**src/rtl/branch_resolver_pkg.sv**
```systemverilog
// Shared branch-direction constants, predictor state encodings and
// the resolution bundle passed from resolver back to predictor.
package branch_resolver_pkg;

  localparam logic TAKEN     = 1'b1;
  localparam logic NOT_TAKEN = 1'b0;

  typedef enum logic [1:0] {
    STRONG_NOT_TAKEN = 2'd0,
    WEAK_NOT_TAKEN   = 2'd1,
    WEAK_TAKEN       = 2'd2,
    STRONG_TAKEN     = 2'd3
  } pred_state_e;

  typedef struct packed {
    logic result;
    logic taken;
    logic mispredict;
  } resolve_t;

endpackage

```
**src/rtl/branch_pred_fifo.sv**
```systemverilog
// In-order queue of 1-bit predictions; clear empties it and
// wins over a push in the same cycle.
module branch_pred_fifo #(
  parameter  int DEPTH = 4,
  localparam int AW    = $clog2(DEPTH)
) (
  input  logic        clk,
  input  logic        rst,
  input  logic        push_i,
  input  logic        din_i,
  input  logic        pop_i,
  input  logic        clear_i,
  output logic        dout_o,
  output logic [AW:0] count_o,
  output logic        full_o,
  output logic        empty_o
);

  logic [DEPTH-1:0] mem_q, mem_d;
  logic [AW-1:0]    wptr_q, wptr_d;
  logic [AW-1:0]    rptr_q, rptr_d;
  logic [AW:0]      cnt_q, cnt_d;

  always_comb begin
    mem_d  = mem_q;
    wptr_d = wptr_q;
    rptr_d = rptr_q;
    cnt_d  = cnt_q;
    if (clear_i) begin
      wptr_d = '0;
      rptr_d = '0;
      cnt_d  = '0;
    end else begin
      if (push_i) begin
        mem_d[wptr_q] = din_i;
        wptr_d        = wptr_q + AW'(1);
      end
      if (pop_i) begin
        rptr_d = rptr_q + AW'(1);
      end
      cnt_d = cnt_q + {{AW{1'b0}}, push_i}
                    - {{AW{1'b0}}, pop_i};
    end
  end

  always_ff @(posedge clk) begin
    if (rst) begin
      mem_q  <= '0;
      wptr_q <= '0;
      rptr_q <= '0;
      cnt_q  <= '0;
    end else begin
      mem_q  <= mem_d;
      wptr_q <= wptr_d;
      rptr_q <= rptr_d;
      cnt_q  <= cnt_d;
    end
  end

  assign dout_o  = mem_q[rptr_q];
  assign count_o = cnt_q;
  assign full_o  = (cnt_q == (AW+1)'(DEPTH));
  assign empty_o = (cnt_q == '0);

endmodule

```
**src/rtl/branch_resolver.sv**
```systemverilog
// Matches queued predictions against resolved outcomes, drives the
// predictor update strobe, flushes on mispredict, keeps statistics.
module branch_resolver
  import branch_resolver_pkg::*;
#(
  parameter  int DEPTH = 4,
  parameter  int CNT_W = 16,
  localparam int AW    = $clog2(DEPTH)
) (
  input  logic             clk,
  input  logic             rst,
  input  logic             pred_valid,
  input  logic             prediction,
  output logic             pred_ready,
  input  logic             outcome_valid,
  input  logic             outcome_taken,
  output logic             result,
  output logic             taken,
  output logic             mispredict,
  output logic [AW:0]      occupancy,
  output logic [CNT_W-1:0] branch_count,
  output logic [CNT_W-1:0] miss_count,
  output logic             underflow_err
);

  logic             head, full, empty;
  logic             push, pop, miss;
  resolve_t         res_q, res_d;
  logic [CNT_W-1:0] bc_q, bc_d;
  logic [CNT_W-1:0] mc_q, mc_d;
  logic             uf_q, uf_d;

  assign pop        = outcome_valid & ~empty;
  assign miss       = pop & (head != outcome_taken);
  assign pred_ready = ~full | pop;
  assign push       = pred_valid & pred_ready;

  // A mispredict makes every younger entry wrong-path.
  branch_pred_fifo #(.DEPTH(DEPTH)) u_fifo (
    .clk     (clk),
    .rst     (rst),
    .push_i  (push),
    .din_i   (prediction),
    .pop_i   (pop),
    .clear_i (miss),
    .dout_o  (head),
    .count_o (occupancy),
    .full_o  (full),
    .empty_o (empty)
  );

  always_comb begin
    res_d.result     = pop;
    res_d.taken      = pop ? outcome_taken : NOT_TAKEN;
    res_d.mispredict = miss;
    bc_d = bc_q;
    mc_d = mc_q;
    if (pop && bc_q != '1) bc_d = bc_q + CNT_W'(1);
    if (miss && mc_q != '1) mc_d = mc_q + CNT_W'(1);
    uf_d = uf_q | (outcome_valid & empty);
  end

  always_ff @(posedge clk) begin
    if (rst) begin
      res_q <= '0;
      bc_q  <= '0;
      mc_q  <= '0;
      uf_q  <= 1'b0;
    end else begin
      res_q <= res_d;
      bc_q  <= bc_d;
      mc_q  <= mc_d;
      uf_q  <= uf_d;
    end
  end

  assign result        = res_q.result;
  assign taken         = res_q.taken;
  assign mispredict    = res_q.mispredict;
  assign branch_count  = bc_q;
  assign miss_count    = mc_q;
  assign underflow_err = uf_q;

endmodule

```
**config.mk**
```make
export PLATFORM = sky130hd
export DESIGN_NAME = branch_resolver
export DESIGN_NICKNAME = d
export VERILOG_FILES = /design/src/rtl/branch_resolver_pkg.sv /design/src/rtl/branch_pred_fifo.sv /design/src/rtl/branch_resolver.sv
export SDC_FILE = /design/constraint.sdc
export NUM_CORES = 1
export LEC_CHECK = 0
export CAP_MARGIN = 10
export CORE_AREA = 8 8 74 76
export CTS_BUF_LIST = sky130_fd_sc_hd__clkbuf_16
export DETAILED_ROUTE_END_ITERATION = 10
export DIE_AREA = 0 0 82 84
export GPL_ROUTABILITY_DRIVEN = 0
export GPL_TIMING_DRIVEN = 0
export PLACE_DENSITY = 0.81
export SYNTH_ARGS = -nofsm -noshare
export SYNTH_HDL_FRONTEND = slang
export SYNTH_SLANG_ARGS = --single-unit
```
**constraint.sdc**
```tcl
create_clock -name clk -period 6.4 [get_ports clk]
set_input_delay 1.6 -clock clk [delete_from_list [all_inputs] [get_ports clk]]
set_output_delay 1.6 -clock clk [all_outputs]
set_load 0.05 [all_outputs]
```
==> flow_summary.yaml, run 1 <==
drt:
  vias: 1973
  first_iter_violations: 150
  viasPerCell: 5.56
  drt_wl_total_mm: 5.45
  wl_per_cell_um: 15.4
  dr.pass1.iters: 4
  detail-route-antenna-nets: 0
  route.detailed.drc: 0
setup_path:
  cp.required_ns: 4.80
  crit_type: "in2out"
  critPathMaxStageDelay_ns: 0.72
  critical_path.cell_chain: "clkdlybuf4s50_1 > or4b_1 > clkdlybuf4s50_1"
  cpLargestDelayFamily: "buffers and inverters"
  end_kind: "output pin"
  rr_startpoint: "u_fifo.count_o[1]"
  crit_path_frequent_cell: "clkdlybuf4s50_1"
  crit_start: "outcome_valid"
  crit_path_max_fanout: 5
  arrival_ns: 3.29
  cpMaxStageDelayCell: "clkdlybuf4s50_1"
  start_kind: "primary input"
  cp_num_buf_inv: 2
worst_hold_path:
  hp-class: "reg2reg"
  min-delay-start: "underflow_err"
sta:
  post-route-period-util_pct: 76.4
  hold_violations: 0
  finClkSkew_ns: 0.00684
  fmax_mhz: 204
  rsz0062_at_grt: "false"
  relSlewSlack_pct: 65.0
  hold_ws_ns: 0.477
  fin_crit_ns: 4.89
  setup_ws_ns: 1.51
  drv_slew: 0
  setup_tns_ns: 0
  worst_pin_slew_ns: 0.512
  finalSetupViolCount: 0
yosys:
  synth_top_area_share_pct: 41.8
  ys.flop_type: "dfxtp_1"
  synthCells: 250
  synth-seq-area-share_pct: 41.8
  yosysMostFrequentCell: "dfxtp_1"
  synth_common_cells: "dfxtp_1, nor2_1, xnor2_1"
  yosys_warnings: 0
  synth_nets: 264
  async_flop_share_pct: 0
  synth_seq_cells: 47
  synth_edf_count: 0
  synth_area_per_cell_um2: 9.01
  synth_area_um2: 2250
  synth_area_leaders: "dfxtp_1, xnor2_1, nor2_1"
  yosysUniqueCellTypes: 40
  synth_area_leader_cell: "dfxtp_1"
placement:
  dp_hpwl_mm: 3.91
  port_buffers: 45
  place_ws_ns: 1.51
cts:
  clkSinkCount: 47
  cts_hold_buf: 0
  cts_buffer_depth: 2
  numCtsBuffers: 5
  htree_levels: 2
  clk_pin_slew_ns: 0.06
  cts_tree: "yes"
  cts_resized: 0
  clock_latency_ns: 0.29
  cts_root_buf: "clkbuf_16"
  post_cts_buffers: 0
die:
  initial_core_util_pct: 52.8
  die_w_um: 82
  coreArea_um2: 4260
  num_rows: 24
  die_h_um: 84
  io_pins: 46
  dieArea_um2: 6890
cells_and_area:
  antenna_cells_inserted: 0
  area_growth_pct: 30.1
  num-fill-cells: 355
  seqCellArea_um2: 941
  drive_gt1_share_pct: 5.94
  multiInputGateArea_um2: 1230
  fin_nets: 316
  final_util_pct: 68.8
global_route:
  grt_pass1_wl_mm: 9.29
  grt_pass1_vias: 2006
  antenna_found_initial: 0
  grt_start_max_net_pins: 15
  grt_usage_pct: 16.5
  grt-ovfl-total: 0
pwr:
  ir_drop_v: 0.000186
  p_leak_uw: 0.000987
  powerDensity_nw_per_um2: 303
status:
  status: "complete, no violations"
flow_run:
  maxCapViolations: 0
-- cells by family after synthesis --
group / after synthesis / synth area share (%)
compound gates: 22 / 7.27
xor+xnor: 30 / 11.7
fa+ha+maj: 8 / 4.77
buf+inv: 18 / 3.50
flops: 47 / 41.8
mux: 9 / 4.61
simple gates: 116 / 26.4
-- final timing paths --
path,to,slack (ns),cells past startpoint
setup / recovery,pred_ready,1.51,3
hold / removal,underflow_err,0.48,2
setup reg to reg,u_fifo.count_o[2],4.12,10
hold reg to reg,underflow_err,0.48,2
-- area by class of cell --
class                      instances  share of cell area, %
buffer                            12                   1.92
clock buffer                       5                   4.27
clock inverter                     3                   1.32
inverter                           6                  0.768
multi-input combinational        185                   42.1
sequential                        47                   32.1
tap                               52                   2.22
timing repair buffer              45                   15.4
-- through the flow --
stage | power (uW) | cell area, um^2 | std cells
floorplan | 531 | 2250 | 250
global placement | 596 | 2770 | 347
detailed placement | 603 | 2770 | 347
CTS | 895 | 2930 | 355
global route | 931 | 2930 | 355
finish | 888 | 2930 | 355
-- cells in the final DEF, fill, tap and decap left out, drive strengths merged, types with 2 or more instances in the layout --
cell	n
a2111oi	2
a211oi	3
a21oi	6
a31oi	2
and2	4
and3	4
and4	2
buf	4
clkbuf	13
clkdlybuf4s50	45
clkinv	2
dfxtp	47
ha	7
inv	6
mux2i	7
nand2	8
nand3	12
nand4	10
nor2	41
nor3	17
nor3b	3
nor4	9
o211ai	4
o21ai	2
o41ai	2
xnor2	28
xor2	2
-- state kept, by name (all words and copies together), names as in the netlist --
| register | flops |
|---|---|
| branch_count | 16 |
| miss_count | 16 |
| u_fifo.mem_q | 4 |
| u_fifo.count_o | 3 |
| u_fifo.rptr_q | 2 |
| u_fifo.wptr_q | 2 |
| mispredict | 1 |
| result | 1 |
| taken | 1 |
| underflow_err | 1 |
-- report_power, final --
part | internal (uW) | switching (uW)
clock | 182 | 109
combinational | 95.7 | 156
sequential | 317 | 27.9
-- worst register-to-register path, stage by stage, from the launching register on --
cell      delay [ns]
dfxtp_1         0.45
nor3_1          0.09
nand2b_1        0.22
clkbuf_1        0.27
mux2i_1         0.19
ha_1            0.16
inv_1           0.05
fa_1            0.37
xor2_1          0.16
xnor2_1         0.13
nor3_1          0.13
-- per-layer routing --
metal  routed length [um]  track usage (%)  part of all wire [%]
met5                    0                0                     0
met4                   46             4.79                  0.84
met3                  350             5.93                   6.4
met2                 2640             27.5                    48
met1                 2420             19.0                    44
No activity file was read; power rests on OpenSTA's default activity.
==> inputs of run 2 (changes only) <==
--- a/config.mk
+++ b/config.mk
@@ -6,13 +6,13 @@
 export NUM_CORES = 1
 export LEC_CHECK = 0
 export CAP_MARGIN = 10
-export CORE_AREA = 8 8 74 76
+export CORE_AREA = 8 8 79 81
 export CTS_BUF_LIST = sky130_fd_sc_hd__clkbuf_16
 export DETAILED_ROUTE_END_ITERATION = 10
-export DIE_AREA = 0 0 82 84
+export DIE_AREA = 0 0 87 89
 export GPL_ROUTABILITY_DRIVEN = 0
 export GPL_TIMING_DRIVEN = 0
-export PLACE_DENSITY = 0.81
+export PLACE_DENSITY = 0.75
 export SYNTH_ARGS = -nofsm -noshare
 export SYNTH_HDL_FRONTEND = slang
 export SYNTH_SLANG_ARGS = --single-unit
==> constraint.sdc (replaced) <==
create_clock -name clk -period 4.4 [get_ports clk]
set_input_delay 1.1 -clock clk [delete_from_list [all_inputs] [get_ports clk]]
set_output_delay 1.1 -clock clk [all_outputs]
set_load 0.05 [all_outputs]
==> run 2 against run 1 <==
Compared with the run above:
- clock power rose by 23%
- hold slack got worse by 0.011 ns
- non-clock buffer count did not move
- sequential share of layout area rose by 0.055 points
- first-iteration DRC count fell by 31%
- global-route usage fell by 1.9 points
- routed wire length fell by 1.8%
- register-to-register slack got worse by 2.1 ns
==> flow_summary.yaml, run 2 (same netlist as run 1, synthesis figures left out) <==
drt:
  vias: 1974
  wl_per_cell_um: 14.4
  route.detailed.drc: 0
  dr.pass1.iters: 4
  viasPerCell: 5.29
  drt_wl_total_mm: 5.36
  detail-route-antenna-nets: 0
  first_iter_violations: 104
setup_path:
  end_kind: "output pin"
  critical_path.cell_chain: "clkdlybuf4s50_1 > or4b_1 > clkdlybuf4s50_1"
  arrival_ns: 2.79
  crit_path_max_fanout: 5
  critPathMaxStageDelay_ns: 0.72
  cp.required_ns: 3.30
  crit_path_frequent_cell: "clkdlybuf4s50_1"
  start_kind: "primary input"
  crit_type: "in2out"
  cpMaxStageDelayCell: "clkdlybuf4s50_1"
cts:
  post_cts_buffers: 0
  cts_root_buf: "clkbuf_16"
  clk_pin_slew_ns: 0.06
  cts_buffer_depth: 2
  htree_levels: 2
  cts_hold_buf: 0
  cts_resized: 0
  numCtsBuffers: 5
  cts_tree: "yes"
  clock_latency_ns: 0.29
  clkSinkCount: 47
die:
  coreArea_um2: 4980
  num_rows: 26
  dieArea_um2: 7740
  die_h_um: 89
  die_w_um: 87
  io_pins: 46
  initial_core_util_pct: 45.3
sta:
  post-route-period-util_pct: 88.5
  rsz0062_at_grt: "false"
  setup_ws_ns: 0.507
  relSlewSlack_pct: 65.7
  hold_violations: 0
  finalSetupViolCount: 0
  fmax_mhz: 257
  worst_pin_slew_ns: 0.501
  setup_tns_ns: 0
  finClkSkew_ns: 0.00501
  fin_crit_ns: 3.89
  drv_slew: 0
pwr:
  intPower_uw: 806
  ir_drop_v: 0.000222
  switchingPower_uw: 419
  powerDensity_nw_per_um2: 418
  p_leak_uw: 0.000976
  swShare_pct: 34.2
  clkPwrFrac_pct: 29.2
  power_frac_seq_pct: 40.9
  comb_power_share_pct: 29.9
cells_and_area:
  final_util_pct: 58.8
  final_cells: 373
  final_cell_mix: "dfxtp_1, clkdlybuf4s50_1, nor2_1"
  antenna_cells_inserted: 0
  area_growth_pct: 29.9
  final_common_cell: "dfxtp_1"
  seqCellArea_um2: 941
  multiInputGateArea_um2: 1230
  drive_gt1_share_pct: 5.28
  fin_nets: 316
  num-fill-cells: 435
placement:
  place_ws_ns: 0.497
  dp_hpwl_mm: 3.85
  port_buffers: 45
  dpl.cell_count: 365
global_route:
  grt_start_max_net_pins: 14
  antenna_found_initial: 0
  grt_pass1_wl_mm: 9.14
  grt_usage_pct: 14.6
  grt-ovfl-total: 0
  grt_pass1_vias: 2018
flow_run:
  maxCapViolations: 0
status:
  status: "complete, no violations"
worst_hold_path:
  hp-class: "reg2reg"
run 2: final cells by class:
type | instances | share of cell area, %
Clock buffer | 5 | 4.27
Buffer | 12 | 1.92
Multi-Input combinational cell | 185 | 42.1
Sequential cell | 47 | 32.1
Clock inverter | 3 | 0.385
Timing Repair Buffer | 45 | 15.4
Tap cell | 70 | 2.99
Inverter | 6 | 0.769
run 2: worst max-delay path: cells and delay by family:
family	cells	cell delay, ns
simple gates	1	0.50
buf+inv	2	1.19
run 2: power by group through the flow:
stage | Sequential (uW) | Clock [uW] | Combinational (uW)
CTS | 501 | 362 | 369
finish | 501 | 357 | 366
floorplan | 587 | 0 | 186
global placement | 509 | 0 | 358
global route | 508 | 382 | 397
detailed placement | 511 | 0 | 366
run 2: per-stage QoR:
stage	area, um^2	power, uW	hold slack (ns)
2_1_floorplan	2250	773	0.458
3_3_place_gp	2790	867	0.454
3_5_place_dp	2790	877	0.459
4_1_cts	2930	1230	0.473
5_1_grt	2930	1290	0.516
6_report	2930	1220	0.466
run 2: worst paths after layout:
check	slack, ns	depth (start not counted)	end	startpoint
worst min-delay path	0.47	2	underflow_err	underflow_err
worst max register to register	2.06	8	u_fifo.count_o[1]	u_fifo.count_o[2]
worst max-delay path	0.51	3	pred_ready	outcome_valid
worst min register to register	0.47	2	underflow_err	underflow_err
run 2: metal layers:
metal | part of all wire (%) | wire length, um | vias to the layer above | GRT usage [%]
li1 | - | - | 988 | -
met1 | 46 | 2450 | 934 | 16.3
met2 | 48 | 2580 | 46 | 26.3
met3 | 4.9 | 263 | 6 | 3.58
met4 | 1.1 | 60 | 0 | 5.16
met5 | 0 | 0 | - | 0
